$ cat src/rtl/i_mem_fill_if.sv
// Refill-port bundle between the instruction cache, the line-fill engine
// and the backing store. The slave side is the fill engine; the master side
// is the environment (cache request/stream sink plus the memory read port).
interface i_mem_fill_if #(
    parameter int BLOCK_BITS = 64,
    parameter int TRANS_BITS = 16
);
    localparam int BEATS          = BLOCK_BITS / TRANS_BITS;
    localparam int BEAT_BITS      = $clog2(BEATS);
    localparam int LINE_ADDR_BITS = 16 - $clog2(BLOCK_BITS / 8);

    logic                                req;
    logic [LINE_ADDR_BITS-1:0]           address;
    logic                                ack;
    logic [TRANS_BITS-1:0]               data;
    logic                                mem_re;
    logic [LINE_ADDR_BITS+BEAT_BITS-1:0] mem_addr;
    logic [TRANS_BITS-1:0]               mem_rdata;

    modport slave (
        input  req,
        input  address,
        input  mem_rdata,
        output ack,
        output data,
        output mem_re,
        output mem_addr
    );

    modport master (
        output req,
        output address,
        output mem_rdata,
        input  ack,
        input  data,
        input  mem_re,
        input  mem_addr
    );
endinterface

$ cat src/rtl/i_mem_fill.sv
// Instruction-cache line-fill engine: reads a whole line from a pipelined
// backing store into a local buffer, acknowledges the cache, then streams the
// line back one beat per cycle. Every output is a register loaded from the
// next-state values, so nothing on the cache side is combinational from req.
module i_mem_fill #(
    parameter int BLOCK_BITS   = 64,
    parameter int TRANS_BITS   = 16,
    parameter int READ_LATENCY = 1
) (
    input  logic           clk,
    input  logic           n_rst,
    i_mem_fill_if.slave    bus
);
    localparam int BEATS          = BLOCK_BITS / TRANS_BITS;
    localparam int BEAT_BITS      = $clog2(BEATS);
    localparam int LINE_ADDR_BITS = 16 - $clog2(BLOCK_BITS / 8);
    localparam int ADDR_BITS      = LINE_ADDR_BITS + BEAT_BITS;

    localparam logic [BEAT_BITS-1:0] CNT_ONE  = BEAT_BITS'(1);
    localparam logic [BEAT_BITS-1:0] CNT_ZERO = '0;

    typedef enum logic [2:0] {
        IDLE   = 3'd0,
        ISSUE  = 3'd1,
        DRAIN  = 3'd2,
        ACK    = 3'd3,
        STREAM = 3'd4
    } state_t;

    state_t                    state_reg, state_next;
    logic [LINE_ADDR_BITS-1:0] line_reg, line_next;
    logic [BEAT_BITS-1:0]      issue_cnt_reg, issue_cnt_next;
    logic [BEAT_BITS-1:0]      cap_cnt_reg, cap_cnt_next;
    logic [BEAT_BITS-1:0]      beat_cnt_reg, beat_cnt_next;
    logic                      abort_reg, abort_next;
    logic [READ_LATENCY-1:0]   valid_pipe_reg;

    logic                      ack_reg, ack_next;
    logic                      mem_re_reg, mem_re_next;
    logic [ADDR_BITS-1:0]      mem_addr_reg, mem_addr_next;
    logic [TRANS_BITS-1:0]     data_reg, data_next;

    logic                      capture;
    logic                      req_gone;
    logic [TRANS_BITS-1:0]     line_word [BEATS];

    // The oldest pipe stage lines up with mem_rdata; capture only while a fill
    // is collecting data so nothing stray lands in the buffer.
    assign capture  = valid_pipe_reg[READ_LATENCY-1] &&
                      ((state_reg == ISSUE) || (state_reg == DRAIN));

    // Once the cache lets go of req during the fill, the line is finished
    // internally but never acknowledged or streamed.
    assign req_gone = abort_reg || !bus.req;

    // Line buffer: one word register per beat, written in capture order with
    // beat 0 in the least significant slot. Reset deliberately leaves it alone.
    generate
        for (genvar gi = 0; gi < BEATS; gi++) begin : g_slot
            logic [TRANS_BITS-1:0] word_reg;

            // Load this slot when the capture counter points at it.
            always_ff @(posedge clk) begin
                if (n_rst && capture && (cap_cnt_reg == BEAT_BITS'(gi))) begin
                    word_reg <= bus.mem_rdata;
                end
            end

            assign line_word[gi] = word_reg;
        end
    endgenerate

    // Track outstanding reads: each issued read walks down the pipe and pops
    // out of the tail exactly when its data is on mem_rdata.
    always_ff @(posedge clk) begin
        if (!n_rst) begin
            valid_pipe_reg <= '0;
        end else begin
            for (int i = READ_LATENCY - 1; i > 0; i--) begin
                valid_pipe_reg[i] <= valid_pipe_reg[i-1];
            end
            valid_pipe_reg[0] <= mem_re_reg;
        end
    end

    // Next-state, counter and registered-output computation.
    always_comb begin
        state_next     = state_reg;
        line_next      = line_reg;
        issue_cnt_next = issue_cnt_reg;
        cap_cnt_next   = capture ? (cap_cnt_reg + CNT_ONE) : cap_cnt_reg;
        beat_cnt_next  = beat_cnt_reg;
        abort_next     = abort_reg;

        case (state_reg)
            IDLE: begin
                if (bus.req) begin
                    state_next     = ISSUE;
                    line_next      = bus.address;
                    issue_cnt_next = CNT_ZERO;
                    cap_cnt_next   = CNT_ZERO;
                    abort_next     = 1'b0;
                end
            end
            ISSUE: begin
                issue_cnt_next = issue_cnt_reg + CNT_ONE;
                abort_next     = req_gone;
                if (&issue_cnt_reg) begin
                    state_next = DRAIN;
                end
            end
            DRAIN: begin
                abort_next = req_gone;
                if (capture && (&cap_cnt_reg)) begin
                    state_next = req_gone ? IDLE : ACK;
                end
            end
            ACK: begin
                state_next    = STREAM;
                beat_cnt_next = CNT_ZERO;
            end
            STREAM: begin
                beat_cnt_next = beat_cnt_reg + CNT_ONE;
                if (&beat_cnt_reg) begin
                    state_next = IDLE;
                end
            end
            default: begin
                state_next = IDLE;
            end
        endcase

        mem_re_next   = (state_next == ISSUE);
        mem_addr_next = mem_re_next ? {line_next, issue_cnt_next} : '0;
        ack_next      = (state_next == ACK);
        data_next     = (state_next == STREAM) ? line_word[beat_cnt_next] : '0;
    end

    // State, counters and output registers; reset clears everything but the buffer.
    always_ff @(posedge clk) begin
        if (!n_rst) begin
            state_reg     <= IDLE;
            line_reg      <= '0;
            issue_cnt_reg <= '0;
            cap_cnt_reg   <= '0;
            beat_cnt_reg  <= '0;
            abort_reg     <= 1'b0;
            ack_reg       <= 1'b0;
            mem_re_reg    <= 1'b0;
            mem_addr_reg  <= '0;
            data_reg      <= '0;
        end else begin
            state_reg     <= state_next;
            line_reg      <= line_next;
            issue_cnt_reg <= issue_cnt_next;
            cap_cnt_reg   <= cap_cnt_next;
            beat_cnt_reg  <= beat_cnt_next;
            abort_reg     <= abort_next;
            ack_reg       <= ack_next;
            mem_re_reg    <= mem_re_next;
            mem_addr_reg  <= mem_addr_next;
            data_reg      <= data_next;
        end
    end

    assign bus.ack      = ack_reg;
    assign bus.mem_re   = mem_re_reg;
    assign bus.mem_addr = mem_addr_reg;
    assign bus.data     = data_reg;
endmodule

$ cat src/flat_wrapper.sv
// flat-port wrapper written by rule: the top's interface ports become plain ports
module i_mem_fill_flat 
#(
    parameter int BLOCK_BITS   = 64,
    parameter int TRANS_BITS   = 16,
    parameter int READ_LATENCY = 1
)
  (clk, n_rst, bus_req, bus_address, bus_mem_rdata, bus_ack, bus_data, bus_mem_re, bus_mem_addr);
  i_mem_fill_if #(.BLOCK_BITS(BLOCK_BITS), .TRANS_BITS(TRANS_BITS)) bus_i ();
  input  logic clk;
  input  logic n_rst;
  input wire logic [$bits(bus_i.req)-1:0] bus_req;
  input wire logic [$bits(bus_i.address)-1:0] bus_address;
  input wire logic [$bits(bus_i.mem_rdata)-1:0] bus_mem_rdata;
  output wire logic [$bits(bus_i.ack)-1:0] bus_ack;
  output wire logic [$bits(bus_i.data)-1:0] bus_data;
  output wire logic [$bits(bus_i.mem_re)-1:0] bus_mem_re;
  output wire logic [$bits(bus_i.mem_addr)-1:0] bus_mem_addr;
  assign bus_i.req = bus_req;
  assign bus_i.address = bus_address;
  assign bus_i.mem_rdata = bus_mem_rdata;
  assign bus_ack = bus_i.ack;
  assign bus_data = bus_i.data;
  assign bus_mem_re = bus_i.mem_re;
  assign bus_mem_addr = bus_i.mem_addr;
  i_mem_fill #(.BLOCK_BITS(BLOCK_BITS), .TRANS_BITS(TRANS_BITS), .READ_LATENCY(READ_LATENCY)) u_core (.clk(clk), .n_rst(n_rst), .bus(bus_i));
endmodule
$ cat config.mk
export PLATFORM = sky130hd
export DESIGN_NAME = i_mem_fill_flat
export DESIGN_NICKNAME = d
export VERILOG_FILES = /design/src/rtl/i_mem_fill_if.sv /design/src/rtl/i_mem_fill.sv /design/src/flat_wrapper.sv
export SDC_FILE = /design/constraint.sdc
export NUM_CORES = 1
export LEC_CHECK = 0
export CAP_MARGIN = 20
export CORE_ASPECT_RATIO = 1.2
export CORE_MARGIN = 2
export CORE_UTILIZATION = 50
export CTS_BUF_LIST = sky130_fd_sc_hd__clkbuf_4 sky130_fd_sc_hd__clkbuf_8
export DETAILED_ROUTE_END_ITERATION = 6
export PLACE_DENSITY = 0.84
export SLEW_MARGIN = 20
export SYNTH_ARGS = -nofsm -noshare
export SYNTH_HDL_FRONTEND = slang
export SYNTH_SLANG_ARGS = --single-unit
$ cat constraint.sdc
create_clock -name clk -period 2.8 [get_ports clk]
set_input_delay 0.28 -clock clk [delete_from_list [all_inputs] [get_ports clk]]
set_output_delay 0.28 -clock clk [all_outputs]
set_load 0.1 [all_outputs]
==> flow_metrics.tcl <==
set metrics [dict create \
    status "completed" \
    endpoint_kind "flip-flop" \
    fin_crit_ns 2.22 \
    io_pins 65 \
    routed_wl_um 7710 \
    placed_cell_area_um2 5040 \
    initial_core_util_pct 51.1 \
    hold_class "reg -> reg" \
    syn_inst 294 \
    fin_setup_tns_ns 0 \
    yosysSeqAreaShare_pct 70.4 \
    grt_max_degree 34 \
    finalCritPeriodShare_pct 79.4 \
    final_cell_area_um2 5460 \
    num_rows 37 \
    path_clk_slew_ns 0.07 \
    ir_drop_mv 0.513 \
    cts.sinks 121 \
    postCtsSetupRepairBufs 0 \
    regToRegEndpoint "u_core.g_slot[1].word_reg[5]" \
    vias 2528 \
    cts_resized 0 \
    drc_errors 0 \
    p_leak_uw 0.00196 \
    cts_hold_buffers 0 \
    hold_violations 0 \
    cp-start-kind "flip-flop" \
    place_hpwl_um 4910 \
    ys_warn_count 0 \
    tritoncts "yes" \
    rrSetupSlack_ns 0.58 \
    syn_area_um2 4350 \
    cts.root.buffer_cell "clkbuf_8" \
    r2r_cells 4 \
    holdCritStartpoint "u_core.bus.mem_re" \
    slew_violations 0 \
    antenna_found_initial 0 \
    worst_hold_path.num_cells 1 \
    die_w_um 89.1 \
    worstMarginPinSlew_ns 0.610 \
    antenna_cells 0 \
    worstPathRequired_ns 2.91 \
    crit_arrival_ns 2.33 \
    area_growth_pct 25.5 \
    fmaxAchievable_mhz 450 \
    grt_util_all_layers_pct 17.3 \
    grt_pass1_wl_um 12200 \
    crit_type "reg -> reg" \
    rsz0062_at_grt "false" \
    grt_overflow 0 \
    drtPass1Iterations 4 \
    r2r-start "u_core.state_reg[1]" \
    slew_headroom_pct 59.3 \
    cap_violations 0 \
    min_to "u_core.valid_pipe_reg" \
    final_common_cell "edfxtp_1" \
    die_h_um 106 \
    cts_buffers 17 \
    crit_fanout 16 \
    synth.distinct_cells 38 \
    post_synth.cell_area_avg_um2 14.8 \
    synthesis.nets 332 \
    power_density_nw_per_um2 690 \
    grt_pass1_vias 2560 \
    ant_nets 0 \
    fin_skew_ns 0.0112 \
    portBuffers 64 \
    ys_seq_elements 121 \
    final_cell_mix "edfxtp_1 (64), dfxtp_1 (57), mux2i_1 (46)" \
    fillerInstances 660 \
    largest_reg_flops 64 \
    nets 411 \
    core_um2 8520 \
    clock_path_buffers 2 \
    insertion_delay_ns 0.43 \
    die_area_um2 9460 \
    dr.first_iter.drc_count 153 \
    wl_per_cell_um 15.3 \
    setup_violations 0 \
    gp_congestion 0.732 \
    drive_gt1_share_pct 21.5 \
    via_per_inst 5.03 \
    htreeDepth 4 \
]
-- cells by family after synthesis --
logic type / after synthesis / synth area share [%]
mux: 46 / 10.6
fa+ha+maj: 6 / 1.73
xor+xnor: 2 / 0.403
compound gates: 31 / 4.92
buf+inv: 19 / 2.82
flops: 121 / 70.4
simple gates: 69 / 9.12
-- cells in the mapped netlist (all sizes together) --
cell type / count / share of area [%]
edfxtp: 64 / 44
dfxtp: 57 / 26
mux2i: 46 / 11
nor2: 22 / 1.9
nor2b: 20 / 3.0
o22ai: 16 / 2.3
buf: 10 / 2.0
ha: 6 / 1.7
nand2: 6 / 0.58
nand2b: 6 / 1.0
a21oi: 5 / 0.58
clkbuf: 5 / 0.43
inv: 4 / 0.35
and2: 3 / 0.43
and3: 3 / 0.43
o21ai: 3 / 0.35
nand3b: 2 / 0.35
nor4b: 2 / 0.55
xnor2: 2 / 0.40
a211oi: 1 / 0.17
a21boi: 1 / 0.17
a221oi: 1 / 0.60
a22o: 1 / 0.20
a32oi: 1 / 0.20
nand3: 1 / 0.11
nor3: 1 / 0.23
nor3b: 1 / 0.17
nor4: 1 / 0.14
o211ai: 1 / 0.17
o21bai: 1 / 0.17
or2: 1 / 0.14
-- layer usage --
layer,up-vias,part of all wire [%],global-route usage (%)
met2,83,50,27.0
met5,-,0,0
met4,0,0.38,6.50
met3,5,7.0,8.31
met1,1220,42,20.5
li1,1220,-,-
-- how the worst max path moves through the flow --
stage | from | to | slack, ns
detailed placement | u_core.state_reg[1] | u_core.g_slot[1].word_reg[9] | 0.58
CTS | u_core.state_reg[1] | u_core.g_slot[1].word_reg[12] | 0.56
finish | u_core.state_reg[1] | u_core.g_slot[1].word_reg[5] | 0.58
floorplan | u_core.state_reg[0] | u_core.g_slot[3].word_reg[0] | 0.63
global placement | u_core.state_reg[1] | u_core.g_slot[1].word_reg[2] | 0.70
global route | u_core.state_reg[1] | u_core.g_slot[0].word_reg[8] | 0.44
-- critical path, stage by stage, from the launching register on --
cell	delay, ns
dfxtp_1	0.63
xnor2_1	0.22
nor3b_1	0.55
and3_1	0.24
buf_4	0.26
-- where the power goes --
part	leakage [uW]	internal (uW)	total, uW	switching [uW]
Clock	0.000203	895	1600	702
Combinational	0.000723	93.1	260	167
Sequential	0.00104	1900	1910	13.3
-- per-stage QoR --
| step | utilization [%] | cells | total power (uW) | worst slack [ns] | hold WS, ns |
|---|---|---|---|---|---|
| finish | 64.1 | 503 | 3770 | 0.576 | 0.479 |
| global route | 64.1 | 503 | 3910 | 0.442 | 0.482 |
| CTS | 64.1 | 503 | 3800 | 0.564 | 0.476 |
| detailed placement | 59.2 | 471 | 2210 | 0.580 | 0.457 |
| global placement | 59.2 | 471 | 2200 | 0.698 | 0.448 |
| floorplan | - | 294 | 2120 | 0.627 | 0.379 |
-- final cells by class --
| cell class | count | area [um2] | area share [%] |
|---|---|---|---|
| inverter | 4 | 15.0 | 0.275 |
| clock inverter | 14 | 171 | 3.14 |
| tap | 117 | 146 | 2.68 |
| timing repair buffer | 75 | 641 | 11.7 |
| clock buffer | 18 | 241 | 4.43 |
| sequential | 121 | 3060 | 56.1 |
| multi-input combinational | 154 | 1180 | 21.6 |
(Power assumes the default switching activity.)
